==> src/rtl/game_pkg.sv <==
// Shared types for the game scheduler: FSM state encoding, period width and
// the saturating period arithmetic used by the speed block.
package game_pkg;

    typedef enum logic [2:0] {
        IDLE       = 3'd0,
        RUN        = 3'd1,
        WAIT_APPLE = 3'd2,
        WAIT_DONE  = 3'd3,
        PAUSE      = 3'd4,
        FAIL       = 3'd5,
        WIN        = 3'd6
    } game_state_t;

    localparam int PERIOD_W = 4;

    function automatic logic [PERIOD_W-1:0] sat_period(
        input logic [PERIOD_W-1:0] cur,
        input int                  delta,
        input int                  lo,
        input int                  hi
    );
        int sum;
        sum = int'(cur) + delta;
        if (sum < lo) sum = lo;
        else if (sum > hi) sum = hi;
        return sum[PERIOD_W-1:0];
    endfunction

endpackage

==> src/rtl/game_sched_if.sv <==
// Game-flow signal bundle between the frame/snake/apple logic (master) and
// the scheduler (slave).
interface game_sched_if #(
    parameter int SCORE_W = 8
);
    import game_pkg::*;

    logic                i_vsync;
    logic                i_start;
    logic                i_pause;
    logic                i_restart;
    logic                i_speed_up;
    logic                i_speed_down;
    logic                i_apple_ready;
    logic                i_tick_done;
    logic                i_eat;
    logic                i_failure;
    logic                i_success;
    logic                o_tick;
    logic [2:0]          o_state;
    logic                o_failure;
    logic                o_success;
    logic                o_fault;
    logic [SCORE_W-1:0]  o_score;
    logic [PERIOD_W-1:0] o_period;

    modport master (
        output i_vsync, i_start, i_pause, i_restart, i_speed_up, i_speed_down,
               i_apple_ready, i_tick_done, i_eat, i_failure, i_success,
        input  o_tick, o_state, o_failure, o_success, o_fault, o_score, o_period
    );

    modport slave (
        input  i_vsync, i_start, i_pause, i_restart, i_speed_up, i_speed_down,
               i_apple_ready, i_tick_done, i_eat, i_failure, i_success,
        output o_tick, o_state, o_failure, o_success, o_fault, o_score, o_period
    );

endinterface

==> src/rtl/game_speed.sv <==
// Step period register: manual speed up/down plus one automatic speed-up
// every AUTO_EVERY apples, saturating at PERIOD_MIN/PERIOD_MAX.
module game_speed
    import game_pkg::*;
#(
    parameter int PERIOD_MAX = 15,
    parameter int PERIOD_MIN = 3,
    parameter int AUTO_EVERY = 4
) (
    input  logic                clk,
    input  logic                rst_n,
    input  logic                restart,
    input  logic                eat,
    input  logic                speed_up,
    input  logic                speed_down,
    output logic [PERIOD_W-1:0] period
);
    localparam int AW = (AUTO_EVERY > 1) ? $clog2(AUTO_EVERY) : 1;

    logic [AW-1:0] apple_cnt;
    logic          auto_dec;
    int            delta;

    assign auto_dec = eat && (apple_cnt == AW'(AUTO_EVERY - 1));

    // Opposing manual pulses cancel; the automatic step adds on top.
    always_comb begin
        delta = 0;
        if (auto_dec) delta = delta - 1;
        if (speed_up && !speed_down) delta = delta - 1;
        if (speed_down && !speed_up) delta = delta + 1;
    end

    always_ff @(posedge clk) begin
        if (!rst_n || restart) begin
            apple_cnt <= '0;
            period    <= PERIOD_W'(PERIOD_MAX);
        end else begin
            if (eat) apple_cnt <= auto_dec ? '0 : apple_cnt + AW'(1);
            period <= sat_period(period, delta, PERIOD_MIN, PERIOD_MAX);
        end
    end

endmodule

==> src/rtl/game_sched.sv <==
// Game-flow scheduler: frame counting, step tick issue with apple gating,
// tick_done watchdog, pause, sticky end-of-game flags and score.
//
//   state      | meaning
//   IDLE       | waiting for the player to start
//   RUN        | counting frames toward the next step
//   WAIT_APPLE | step due, apple not ready yet
//   WAIT_DONE  | tick issued, waiting for the snake's done pulse
//   PAUSE      | frame counting suspended
//   FAIL       | game lost (terminal)
//   WIN        | game won (terminal)
module game_sched
    import game_pkg::*;
#(
    parameter int PERIOD_MAX = 15,
    parameter int PERIOD_MIN = 3,
    parameter int AUTO_EVERY = 4,
    parameter int SCORE_W    = 8,
    parameter int TIMEOUT    = 1023
) (
    input  logic         clk,
    input  logic         rst_n,
    game_sched_if.slave  bus
);
    localparam int WD_W = $clog2(TIMEOUT + 1);
    localparam int FW   = PERIOD_W + 1;

    game_state_t         state, state_n;
    logic [PERIOD_W-1:0] frame_cnt, frame_n;
    logic [WD_W-1:0]     wd_cnt, wd_n;
    logic                tick_n, fail_set, win_set, fault_set;
    logic                live, step_due;

    game_speed #(
        .PERIOD_MAX (PERIOD_MAX),
        .PERIOD_MIN (PERIOD_MIN),
        .AUTO_EVERY (AUTO_EVERY)
    ) u_speed (
        .clk        (clk),
        .rst_n      (rst_n),
        .restart    (bus.i_restart),
        .eat        (bus.i_eat),
        .speed_up   (bus.i_speed_up),
        .speed_down (bus.i_speed_down),
        .period     (bus.o_period)
    );

    assign live     = state inside {RUN, WAIT_APPLE, WAIT_DONE, PAUSE};
    // >= rather than == so a period shortened under a running count fires next vsync.
    assign step_due = (FW'(frame_cnt) + FW'(1)) >= FW'(bus.o_period);
    assign bus.o_state = state;

    always_comb begin
        state_n   = state;
        frame_n   = frame_cnt;
        wd_n      = wd_cnt;
        tick_n    = 1'b0;
        fail_set  = 1'b0;
        win_set   = 1'b0;
        fault_set = 1'b0;
        if (live && bus.i_failure) begin
            state_n  = FAIL;
            fail_set = 1'b1;
        end else if (live && bus.i_success) begin
            state_n = WIN;
            win_set = 1'b1;
        end else begin
            case (state)
                IDLE: if (bus.i_start) begin
                    state_n = RUN;
                    frame_n = '0;
                end
                RUN: if (bus.i_pause) begin
                    state_n = PAUSE;
                end else if (bus.i_vsync) begin
                    if (step_due) begin
                        frame_n = '0;
                        if (bus.i_apple_ready) begin
                            state_n = WAIT_DONE;
                            tick_n  = 1'b1;
                            wd_n    = WD_W'(TIMEOUT);
                        end else begin
                            state_n = WAIT_APPLE;
                        end
                    end else begin
                        frame_n = frame_cnt + PERIOD_W'(1);
                    end
                end
                WAIT_APPLE: if (bus.i_apple_ready) begin
                    state_n = WAIT_DONE;
                    tick_n  = 1'b1;
                    wd_n    = WD_W'(TIMEOUT);
                end
                WAIT_DONE: if (bus.i_tick_done && !bus.o_tick) begin
                    state_n = RUN;
                end else if (wd_cnt == '0) begin
                    state_n   = FAIL;
                    fail_set  = 1'b1;
                    fault_set = 1'b1;
                end else begin
                    wd_n = wd_cnt - WD_W'(1);
                end
                PAUSE: if (!bus.i_pause) state_n = RUN;
                default: ;
            endcase
        end
    end

    always_ff @(posedge clk) begin
        if (!rst_n || bus.i_restart) begin
            state         <= IDLE;
            frame_cnt     <= '0;
            wd_cnt        <= '0;
            bus.o_tick    <= 1'b0;
            bus.o_failure <= 1'b0;
            bus.o_success <= 1'b0;
            bus.o_fault   <= 1'b0;
            bus.o_score   <= '0;
        end else begin
            state      <= state_n;
            frame_cnt  <= frame_n;
            wd_cnt     <= wd_n;
            bus.o_tick <= tick_n;
            if (fail_set)  bus.o_failure <= 1'b1;
            if (win_set)   bus.o_success <= 1'b1;
            if (fault_set) bus.o_fault   <= 1'b1;
            if (bus.i_eat && (bus.o_score != '1)) bus.o_score <= bus.o_score + SCORE_W'(1);
        end
    end

endmodule

==> src/flat_wrapper.sv <==
// flat-port wrapper written by rule: the top's interface ports become plain ports
module game_sched_flat import game_pkg::*;
#(
    parameter int PERIOD_MAX = 15,
    parameter int PERIOD_MIN = 3,
    parameter int AUTO_EVERY = 4,
    parameter int SCORE_W    = 8,
    parameter int TIMEOUT    = 1023
)
  (clk, rst_n, bus_i_vsync, bus_i_start, bus_i_pause, bus_i_restart, bus_i_speed_up, bus_i_speed_down, bus_i_apple_ready, bus_i_tick_done, bus_i_eat, bus_i_failure, bus_i_success, bus_o_tick, bus_o_state, bus_o_failure, bus_o_success, bus_o_fault, bus_o_score, bus_o_period);
  game_sched_if #(.SCORE_W(SCORE_W)) bus_i ();
  input  logic clk;
  input  logic rst_n;
  input wire logic [$bits(bus_i.i_vsync)-1:0] bus_i_vsync;
  input wire logic [$bits(bus_i.i_start)-1:0] bus_i_start;
  input wire logic [$bits(bus_i.i_pause)-1:0] bus_i_pause;
  input wire logic [$bits(bus_i.i_restart)-1:0] bus_i_restart;
  input wire logic [$bits(bus_i.i_speed_up)-1:0] bus_i_speed_up;
  input wire logic [$bits(bus_i.i_speed_down)-1:0] bus_i_speed_down;
  input wire logic [$bits(bus_i.i_apple_ready)-1:0] bus_i_apple_ready;
  input wire logic [$bits(bus_i.i_tick_done)-1:0] bus_i_tick_done;
  input wire logic [$bits(bus_i.i_eat)-1:0] bus_i_eat;
  input wire logic [$bits(bus_i.i_failure)-1:0] bus_i_failure;
  input wire logic [$bits(bus_i.i_success)-1:0] bus_i_success;
  output wire logic [$bits(bus_i.o_tick)-1:0] bus_o_tick;
  output wire logic [$bits(bus_i.o_state)-1:0] bus_o_state;
  output wire logic [$bits(bus_i.o_failure)-1:0] bus_o_failure;
  output wire logic [$bits(bus_i.o_success)-1:0] bus_o_success;
  output wire logic [$bits(bus_i.o_fault)-1:0] bus_o_fault;
  output wire logic [$bits(bus_i.o_score)-1:0] bus_o_score;
  output wire logic [$bits(bus_i.o_period)-1:0] bus_o_period;
  assign bus_i.i_vsync = bus_i_vsync;
  assign bus_i.i_start = bus_i_start;
  assign bus_i.i_pause = bus_i_pause;
  assign bus_i.i_restart = bus_i_restart;
  assign bus_i.i_speed_up = bus_i_speed_up;
  assign bus_i.i_speed_down = bus_i_speed_down;
  assign bus_i.i_apple_ready = bus_i_apple_ready;
  assign bus_i.i_tick_done = bus_i_tick_done;
  assign bus_i.i_eat = bus_i_eat;
  assign bus_i.i_failure = bus_i_failure;
  assign bus_i.i_success = bus_i_success;
  assign bus_o_tick = bus_i.o_tick;
  assign bus_o_state = bus_i.o_state;
  assign bus_o_failure = bus_i.o_failure;
  assign bus_o_success = bus_i.o_success;
  assign bus_o_fault = bus_i.o_fault;
  assign bus_o_score = bus_i.o_score;
  assign bus_o_period = bus_i.o_period;
  game_sched #(.PERIOD_MAX(PERIOD_MAX), .PERIOD_MIN(PERIOD_MIN), .AUTO_EVERY(AUTO_EVERY), .SCORE_W(SCORE_W), .TIMEOUT(TIMEOUT)) u_core (.clk(clk), .rst_n(rst_n), .bus(bus_i));
endmodule
==> config.mk <==
export PLATFORM = sky130hd
export DESIGN_NAME = game_sched_flat
export DESIGN_NICKNAME = d
export VERILOG_FILES = /design/src/rtl/game_pkg.sv /design/src/rtl/game_sched_if.sv /design/src/rtl/game_speed.sv /design/src/rtl/game_sched.sv /design/src/flat_wrapper.sv
export SDC_FILE = /design/constraint.sdc
export NUM_CORES = 1
export LEC_CHECK = 0
export CAP_MARGIN = 20
export CORE_MARGIN = 3
export CORE_UTILIZATION = 44
export CTS_BUF_LIST = sky130_fd_sc_hd__clkbuf_8 sky130_fd_sc_hd__clkbuf_16
export DETAILED_ROUTE_END_ITERATION = 10
export PLACE_DENSITY = 0.65
export RECOVER_POWER = 100
export SETUP_SLACK_MARGIN = 0.1
export SYNTH_ARGS = -nofsm -noshare
export SYNTH_HDL_FRONTEND = slang
export SYNTH_SLANG_ARGS = --single-unit
==> constraint.sdc <==
create_clock -name clk -period 5.1 [get_ports clk]
set_input_delay 0.765 -clock clk [delete_from_list [all_inputs] [get_ports clk]]
set_output_delay 0.765 -clock clk [all_outputs]
set_load 0.01 [all_outputs]
---- Word-level counts from Yosys, hierarchy flattened ----
Cells that the tools add are included.
cells by class
  bitwise operators ....................... 2
  equal/unequal tests ..................... 24
  multiplexer cells ....................... 43
  add/subtract/negate cells ............... 8
  magnitude comparators ................... 3
  reductions and logical operators ........ 26
operators with widths
  operator                                                         number
  two-way mux 32 bit                                               3
  two-way mux 10 bit                                               6
  adder 32 x 2 -> 32 bit (second input constant)                   1
  adder 5 x 32 -> 32 bit                                           1
  greater-than comparator 32 x 5 -> 1 bit (second input constant)  1
  < comparator 32 x 3 -> 1 bit (second input constant)             1
  subtractor 32 x 2 -> 32 bit (second input constant)              1
  two-way mux 3 bit                                                10
  one-hot mux 10 bit (3 select lines)                              1
  two-way mux 4 bit                                                6
  != test 4 bit (second input constant)                            4
  one-hot mux 3 bit (5 select lines)                               1
  AND reduction 7 bit                                              2
  two-way mux 1 bit                                                13
  logical NOT 10 bit                                               1
  != test 2 bit (second input constant)                            5
  != test 5 bit (second input constant)                            2
  subtractor 10 x 1 -> 10 bit (second input constant)              1
  adder 8 x 1 -> 8 bit (second input constant)                     1
  != test 8 bit (second input constant)                            1
  one-hot mux 4 bit (2 select lines)                               1
  AND reduction 8 bit                                              1
  logical AND 1 bit                                                7
  nonzero test 7 bit                                               1
  other kinds (27)                                                 34
storage, ports and cells
  input bits .............................. 13
  output and inout port bits .............. 19
  register bits after elaboration ......... 35

---- Logic depth before layout (Yosys ltp) ----
Gate-level depths: netlist of the first run.
  depth in word-level cells ............... 11
  depth in mapped cells ................... 16
  mapped depth without buffers ............ 16

---- Hierarchy ----
Synthesis of the first run repeated with hierarchy kept, for this count alone.
second synthesis, totals
  cells, all modules ...................... 300
  area, all modules ....................... 2568.7 um2
modules (own cells, without submodules)
  module      instances  cells an instance  area each (um2)
  game_sched  1          209                1707.9
  game_speed  1          91                 860.8

---- Worst setup path after synthesis of the first run ----
No wires, ideal clock.
  path type ............................... input port to flip-flop
  from .................................... in bus_i_eat
  to ...................................... reg u_core.u_speed.period[0]
  setup slack ............................. 1.069 ns
  cell stages on the path ................. 12
  data arrival time ....................... 3.889 ns
  data required time ...................... 4.958 ns
  cells stage by stage .................... and2_1 > fa_1 > ha_1 > nand2_1 > o21ai_1 > ha_1 > inv_1 > ha_1 > nor4_1 > nand4_1 > a2111oi_2 > nand4bb_1
on the way
  word-level cells in the longest chain between the ends .. 9
  elaborated cells on any way between the ends .. 10
  classes of those cells .................. add/sub: 3; order compare: 2; mux: 3; reduce/logical: 2
ends and longest elaborated chain
  what                                                                                     line                            text
  from (decl)                                                                              flat_wrapper.sv:22              input wire logic [$bits(bus_i.i_eat)-1:0] bus_i_eat;
  logical AND 1 bit *                                                                      game_speed.sv:24                assign auto_dec = eat && (apple_cnt == AW'(AUTO_EVERY - 1));
  two-way mux 32 bit *                                                                     game_speed.sv:29                if (auto_dec) delta = delta - 1;
  subtractor 32 x 2 -> 32 bit                                                              game_speed.sv:30                if (speed_up && !speed_down) delta = delta - 1;
  two-way mux 32 bit *                                                                     game_speed.sv:30
  adder 32 x 2 -> 32 bit                                                                   game_speed.sv:31                if (speed_down && !speed_up) delta = delta + 1;
  two-way mux 32 bit *                                                                     game_speed.sv:31
  adder 5 x 32 -> 32 bit *                                                                 game_pkg.sv:24                  sum = int'(cur) + delta;
  < comparator 32 x 3 -> 1 bit or greater-than comparator 32 x 5 -> 1 bit (tied branches)  game_pkg.sv:25, game_pkg.sv:26
  OR reduction 3 bit (no source line)                                                      n/a
  to (signal assigned)                                                                     game_speed.sv:37                period <= PERIOD_W'(PERIOD_MAX);
  to (signal assigned)                                                                     game_speed.sv:40                period <= sat_period(period, delta, PERIOD_MIN, PERIOD_MAX);
  to (decl)                                                                                game_speed.sv:16                output logic [PERIOD_W-1:0] period
Mark *: on every way between the ends. The rest lies on a longest branch, timed or not.
A chain may end at the register's enable or synchronous reset.

---- Worst setup path in the final report of the first run ----
  from .................................... in bus_i_eat
  to ...................................... reg u_core.u_speed.period[1]
Same word-level chain as after synthesis.

==> results of run 1 <==
## kinds of logic after synthesis
kind of cell    count (synthesis)  synth area share
buf+inv                        37            0.0577
fa+ha+maj                      36             0.176
flops                          35             0.265
compound gates                 73             0.203
simple gates                  106             0.241
mux                             3            0.0118
xor+xnor                       14            0.0463
## where the power goes
group | switching, mW | internal, mW | total, mW
logic | 0.0939 | 0.0741 | 0.168
clock network | 0.102 | 0.193 | 0.296
registers | 0.0170 | 0.281 | 0.298
total | 0.213 | 0.548 | 0.761
## synthesized netlist by cell type, types with 2 or more instances
master,instances
dfxtp_1,35
ha_1,34
inv_1,25
nand2_1,18
nor2_1,17
a21oi_1,16
a31oi_1,13
nand2b_1,8
nor4_1,8
xor2_1,8
a311oi_1,7
nand3_1,7
nor3_1,7
and2_1,6
nand4_1,6
o21ai_0,6
xnor2_1,6
clkbuf_1,5
buf_2,4
a211oi_1,3
and3_1,3
nor2b_1,3
nor4b_1,3
o21a_1,3
a2111oi_0,2
a21o_1,2
a22oi_1,2
a41oi_1,2
fa_1,2
mux2i_1,2
nand4bb_1,2
o2111ai_1,2
or3_1,2
or3b_2,2
## worst max-delay path: cells and delay by family
| family | cells | cell delay, ns |
|---|---|---|
| compound gates | 3 | 0.86 |
| simple gates | 4 | 0.76 |
| buf+inv | 2 | 0.65 |
| fa+ha+maj | 5 | 1.63 |
## area by class of cell
type	instances	share of cell area
Multi-Input combinational cell	232	0.569
Sequential cell	35	0.225
Timing Repair Buffer	33	0.103
Inverter	25	0.0302
Tap cell	72	0.0290
Clock buffer	5	0.0221
Clock inverter	3	0.0205
## registers in the layout, summed over array words and instances, names as in the netlist, 2 cells and up
name,count
u_core.bus.o_state,3
u_core.frame_cnt,4
u_core.bus.o_score,8
u_core.u_speed.apple_cnt,2
u_core.u_speed.period,4
u_core.wd_cnt,10
## metal layers
metal  vias to the layer above  global-route usage
met5                         -                   0
met4                         0              0.0585
met3                         7              0.0326
met2                        33               0.255
met1                      1085               0.221
li1                       1171                   -
## how the worst max path moves through the flow
stage | depth (start not counted) | from | end | slack (ns)
after floorplan | 12 | bus_i_eat | u_core.u_speed.period[0]$_SDFF_PP1_ | 1.07
after global placement | 14 | bus_i_eat | u_core.u_speed.period[0]$_SDFF_PP1_ | 0.53
after detailed placement | 14 | bus_i_eat | u_core.u_speed.period[1]$_SDFF_PP1_ | 0.39
after CTS | 14 | bus_i_eat | u_core.u_speed.period[1]$_SDFF_PP1_ | 0.70
after global routing | 13 | bus_i_eat | u_core.u_speed.period[0]$_SDFF_PP1_ | 0.31
final | 14 | bus_i_eat | u_core.u_speed.period[1]$_SDFF_PP1_ | 0.59
## per-stage QoR
step	instance area [um^2]	util	hold slack, ns	cells
6_report	3110	0.548	0.476	405
2_1_floorplan	2650	-	0.449	304
3_5_place_dp	3000	0.529	0.468	397
5_1_grt	3110	0.548	0.511	405
4_1_cts	3140	0.553	0.482	405
3_3_place_gp	3000	0.529	0.454	397
==> results by group, run 1 <==
Status
  • Status: finished clean

Drt
  • Top sig layer: met4
  • Wire length on met1: approximately 2800 um
  • 1st-pass router iterations: 4
  • WL final: roughly 5600 um
  • Routed wl met3: between 150 and 200 um
  • Vias per inst: 5.67
  • Vias: 2,296
  • Post-DRT Antenna Nets: 0
  • Met2 wire len: around 2600 um
  • Initial DRC count: between 150 and 200
  • Per-cell routed wire length: 13.9 um
  • DRC viols: 0

Layout
  • Commonest non-fill, non-tap cells in the layout: dfxtp_1, ha_1, inv_1
  • Sequential Area: 701 um^2
  • Commonest non-fill, non-tap cell in the layout: dfxtp_1
  • Fin nets: about 380
  • Antenna diodes: 0
  • Number of fill cells in the layout: between 500 and 600
  • Multi-input combinational cell area: around 1800 um^2
  • Layout cell share with drive strength beyond 1: 0.0631
  • Area Growth Syn to Fin: 17.4%

Floorplan
  • Core Area: between 5000 and 6000 um^2
  • # rows: 27
  • Die Height: between 80 and 90 um
  • Die Wd: approximately 84 um
  • Io pins: 32
  • Initial core utilization: 0.466
  • Die area: between 6000 and 7000 um^2

STA
  • Slew headroom: 0.0951
  • Worst-margin pin slew: roughly 1.4 ns
  • Tmin final: around 4.5 ns
  • Pins Over Slew Limit: 0
  • RSZ-0062 raised after global routing: false
  • Worst Slack Setup Final: just under 0.6 ns
  • Setup TNS: 0 ns
  • Clock skew: between 0.002 and 0.003 ns
  • Final Hold Fails: 0
  • Max frequency: 222 MHz
  • Finish-stage setup viols: 0
  • Final period utilization: 0.884

Yosys
  • Seq cells post-synth: 35
  • Netlist Area Pre-Place: ~2600 um^2
  • Cells after Synth: slightly above 300
  • Post-synth EDFFs: 0
  • Top_reg_cell synth: dfxtp_1
  • Synth warn: 0
  • Syn nets: ~350
  • Syn avg cell area: just under 9 um^2
  • Post-synth cell types: 67
  • Biggest area consumer among synthesized cells: dfxtp_1
  • Register area share after synthesis: 0.265
  • Area contributors post-synth: dfxtp_1, ha_1, inv_1, a31oi_1, a21oi_1
  • Post-synth top area share: 0.265
  • Asr flop ratio synth: 0

Place
  • DPL Wire Length: 4090 um
  • Final Wtd Congestion: approximately 0.82
  • Buffers on Ports: 31
  • Pre-CTS WS: between 0.3 and 0.4 ns

Setup path
  • Cell mode on critical path: ha_1
  • Slowest cell on crit path: dlygate4sd3_1
  • Setup CP Type: in -> reg
  • Critical path startpoint category: input pin
  • Critical path, cell by cell: dlygate4sd3_1 > and2_0 > fa_1 > inv_1 > ha_1 > fa_1 > a21oi_1 > o21bai_1 > ha_1 > ha_1 > nor4_1 > nand4_1 > a2111oi_2 > nand4bb_1
  • Arrival time at the worst endpoint: 4.67 ns
  • RR Endpoint: u_core.u_speed.period[1]$_SDFF_PP1_
  • Worst-path maximum fanout: 6
  • Reg2reg path depth: 14
  • CP max stage delay: roughly 0.6 ns
  • Worst setup EP type: flip-flop
  • R2r startpoint: u_core.u_speed.apple_cnt[0]$_SDFFE_PP0P_
  • R2r setup slk: roughly 1.2 ns
  • Worst endpoint required time: between 5 and 6 ns

Pwr
  • Pwr Total: between 0.7 and 0.8 mW
  • Lkg Pwr: about 1.3 nW
  • PD cells: approximately 240 nW/um^2
  • Worst-case vdd ir drop: around 130 uV

Clock tree
  • Clk pin slew, worst setup/hold paths: approximately 0.070 ns
  • Post-CTS setup repair buffer count: 0
  • CTS Buffer Depth: 2
  • CTS tree: yes
  • H-tree level count: 2
  • CTS Hold Buffers Added: 0
  • Resize count post-CTS: 0
  • Clk Latency, worst-skew pair: just under 0.3 ns
  • Clock Sinks: 35
  • Clock tree root driver cell: clkbuf_8
  • CTS buffer count: 5

Hold path
  • Min-Delay Path Depth: 2
  • Hold EP: u_core.bus.o_success$_SDFFE_PP0P_
  • Worst min path class: reg -> reg
  • Hold Startpoint: u_core.bus.o_success$_SDFFE_PP0P_

Global routing
  • Initial antenna violation count: 0
  • Grt ovf: 0
  • GR Util All Layers: 0.163
  • Global-route wire length before repair: ~9600 um
  • Vias in the first global route: approximately 2,100
  • Largest net degree at the start of global routing: 30

Job
  • Max Cap Viol: 0
Power figures use the tool's default switching activity.
==> inputs of run 2 (changes only) <==
ABC_AREA = 0   (was not set)
CORE_MARGIN = 2   (was 3)
TNS_END_PERCENT = 5   (was not set)
==> results by group, run 2 (synthesis results as in run 1) <==
Status
  • Status: finished clean (unchanged)

Clock tree
  • Clock Sinks: 35 (unchanged)
  • Resize count post-CTS: 0 (unchanged)
  • H-tree level count: 2 (unchanged)
  • CTS buffer count: 5 (unchanged)
  • Clock tree root driver cell: clkbuf_8 (unchanged)
  • CTS tree: yes (unchanged)
  • CTS Hold Buffers Added: 0 (unchanged)
  • CTS Buffer Depth: 2 (unchanged)
  • Clk pin slew, worst setup/hold paths: 0.07 ns (about the same)
  • Post-CTS setup repair buffer count: 0 (unchanged)
  • Clk Latency, worst-skew pair: 0.28 ns (was 0.29 ns)

STA
  • Final Hold Fails: 0 (unchanged)
  • Slew headroom: 0.0425 (was 0.0951)
  • Worst-margin pin slew: 1.42 ns (was 1.36 ns)
  • Finish-stage setup viols: 0 (unchanged)
  • Pins Over Slew Limit: 0 (unchanged)
  • Final period utilization: 0.893 (was 0.884)
  • Worst Slack Setup Final: 0.546 ns (was 0.589 ns)
  • Setup TNS: 0 ns (unchanged)
  • RSZ-0062 raised after global routing: false (unchanged)
  • Max frequency: 220 MHz (was 222 MHz)
  • Hold Slack: 0.467 ns (was 0.476 ns)
  • Tmin final: 4.55 ns (was 4.51 ns)
  • Clock skew: 0.00637 ns (was 0.00274 ns)

Pwr
  • PD cells: 217 nW/um^2 (was 245 nW/um^2)
  • Worst-case vdd ir drop: 129 uV (was 128 uV)
  • Lkg Pwr: 1.25 nW (was 1.27 nW)

Global routing
  • Vias in the first global route: 2,217 (was 2,112)
  • Grt ovf: 0 (unchanged)
  • Global-route wire length before repair: 10,600 um (was 9650 um)
  • Largest net degree at the start of global routing: 30 (unchanged)
  • GR Util All Layers: 0.202 (was 0.163)
  • Initial antenna violation count: 0 (unchanged)

Drt
  • Per-cell routed wire length: 15.0 um (was 13.9 um)
  • Vias: 2,358 (was 2,296)
  • 1st-pass router iterations: 4 (unchanged)
  • Post-DRT Antenna Nets: 0 (unchanged)
  • Vias per inst: 5.78 (was 5.67)
  • Initial DRC count: 162 (was 163)
  • WL final: 6130 um (was 5610 um)
  • DRC viols: 0 (unchanged)

Hold path
  • Worst min path class: reg -> reg (unchanged)
  • Hold Startpoint: u_core.bus.o_fault$_SDFFE_PP0P_ (was u_core.bus.o_success$_SDFFE_PP0P_)

Setup path
  • Worst endpoint required time: 5.25 ns (was 5.26 ns)
  • Worst-path maximum fanout: 6 (unchanged)
  • CP max stage delay: 0.60 ns (was 0.61 ns)
  • Worst setup EP type: flip-flop (unchanged)
  • Slowest cell on crit path: dlygate4sd3_1 (unchanged)
  • Critical path, cell by cell: dlygate4sd3_1 > and2_0 > fa_1 > inv_1 > ha_1 > fa_1 > a21oi_1 > o21bai_1 > ha_1 > ha_1 > nor4_1 > nand4_1 > a2111oi_2 > nand4bb_1 (unchanged)
  • Cell mode on critical path: ha_1 (unchanged)
  • Critical path startpoint category: input pin (unchanged)
  • Crit path from: bus_i_eat (unchanged)
  • Crit path max-delay family: adder cells (unchanged)
  • Crit path buffers/inverters: 2 (unchanged)
  • Arrival time at the worst endpoint: 4.70 ns (was 4.67 ns)
  • Setup CP Type: in -> reg (unchanged)
  • R2r startpoint: u_core.u_speed.apple_cnt[0]$_SDFFE_PP0P_ (unchanged)
  • R2r setup slk: 1.13 ns (was 1.18 ns)

Layout
  • Max reg flops: 10 (unchanged)
  • Non-Filler Instances: 408 (was 405)
  • Biggest regs: u_core.wd_cnt: 10 flops, u_core.bus.o_score: 8 flops (unchanged)
  • Number of fill cells in the layout: 551 (was 552)
  • Layout cell share with drive strength beyond 1: 0.0601 (was 0.0631)
  • Area Growth Syn to Fin: 16.1% (was 17.4%)
  • Antenna diodes: 0 (unchanged)
  • Fin nets: 381 (unchanged)
  • Commonest non-fill, non-tap cells in the layout: dfxtp_1, ha_1, inv_1 (unchanged)
  • Biggest register: u_core.wd_cnt (unchanged)
  • Commonest non-fill, non-tap cell in the layout: dfxtp_1 (unchanged)
  • Fin util: 0.525 (was 0.548)

Floorplan
  • Die area: 6650 um^2 (was 6980 um^2)
  • Die Height: 81.6 um (was 83.6 um)
  • Io pins: 32 (unchanged)
  • Initial core utilization: 0.453 (was 0.466)
  • Core Area: 5850 um^2 (was 5680 um^2)
  • Die Wd: 81.6 um (was 83.6 um)
  • # rows: 28 (was 27)

Place
  • DPL Wire Length: 4430 um (was 4090 um)
  • Dpl cells: 400 (was 397)
  • Pre-CTS WS: 0.421 ns (was 0.393 ns)
  • Final Wtd Congestion: 0.848 (was 0.824)
  • Buffers on Ports: 31 (unchanged)

Job
  • Max Cap Viol: 0 (unchanged)
[run 2: report_power, final]
group          internal, mW  switching (mW)  total (mW)
logic                0.0750          0.0968       0.172
registers             0.280          0.0179       0.298
clock network        0.0935           0.104       0.198
[run 2: per-layer routing]
layer	vias to the layer above	routed length (um)	GRT usage
li1	1174	-	-
met1	1115	2970	0.283
met2	63	2810	0.320
met3	6	303	0.0352
met4	0	50	0.0517
met5	-	0	0
[run 2: worst register-to-register path, cell delays in order, from the launching register on]
cell and delay, ns:
dfxtp_1 0.33, ha_1 0.18, and2_0 0.19, fa_1 0.49, inv_1 0.04, ha_1 0.22, fa_1 0.43, a21oi_1 0.14
o21bai_1 0.16, ha_1 0.25, ha_1 0.29, nor4_1 0.22, nand4_1 0.15, a2111oi_2 0.60, nand4bb_1 0.15
[run 2: final cells by class]
cell class	instances	area [um^2]	share of cell area
flip-flops and latches	35	701	0.228
multi-input cells	232	1780	0.579
repair buffers	33	322	0.105
inverters	25	93.8	0.0305
clock inverters	3	16.3	0.00529
well taps	75	93.8	0.0305
clock buffers	5	68.8	0.0224
[run 2: per-stage QoR]
step	total power [mW]	instance area, um^2
global route	0.708	3070
detailed placement	0.478	3010
finish	0.668	3070
floorplan	0.428	2650
CTS	0.677	3090
global placement	0.477	3010
[run 2: worst paths after layout]
path                                                       endpoint  cells after the start
worst max-delay path            u_core.u_speed.period[0]$_SDFF_PP1_                     14
worst min-delay path                u_core.bus.o_fault$_SDFFE_PP0P_                      2
worst max register to register  u_core.u_speed.period[0]$_SDFF_PP1_                     14
worst min register to register      u_core.bus.o_fault$_SDFFE_PP0P_                      2
==> inputs of run 3 (changes only) <==
TNS_END_PERCENT = not set   (was 5)
==> results of run 3 <==
No change in the layout: final DEF, timing and power equal those of run 2.
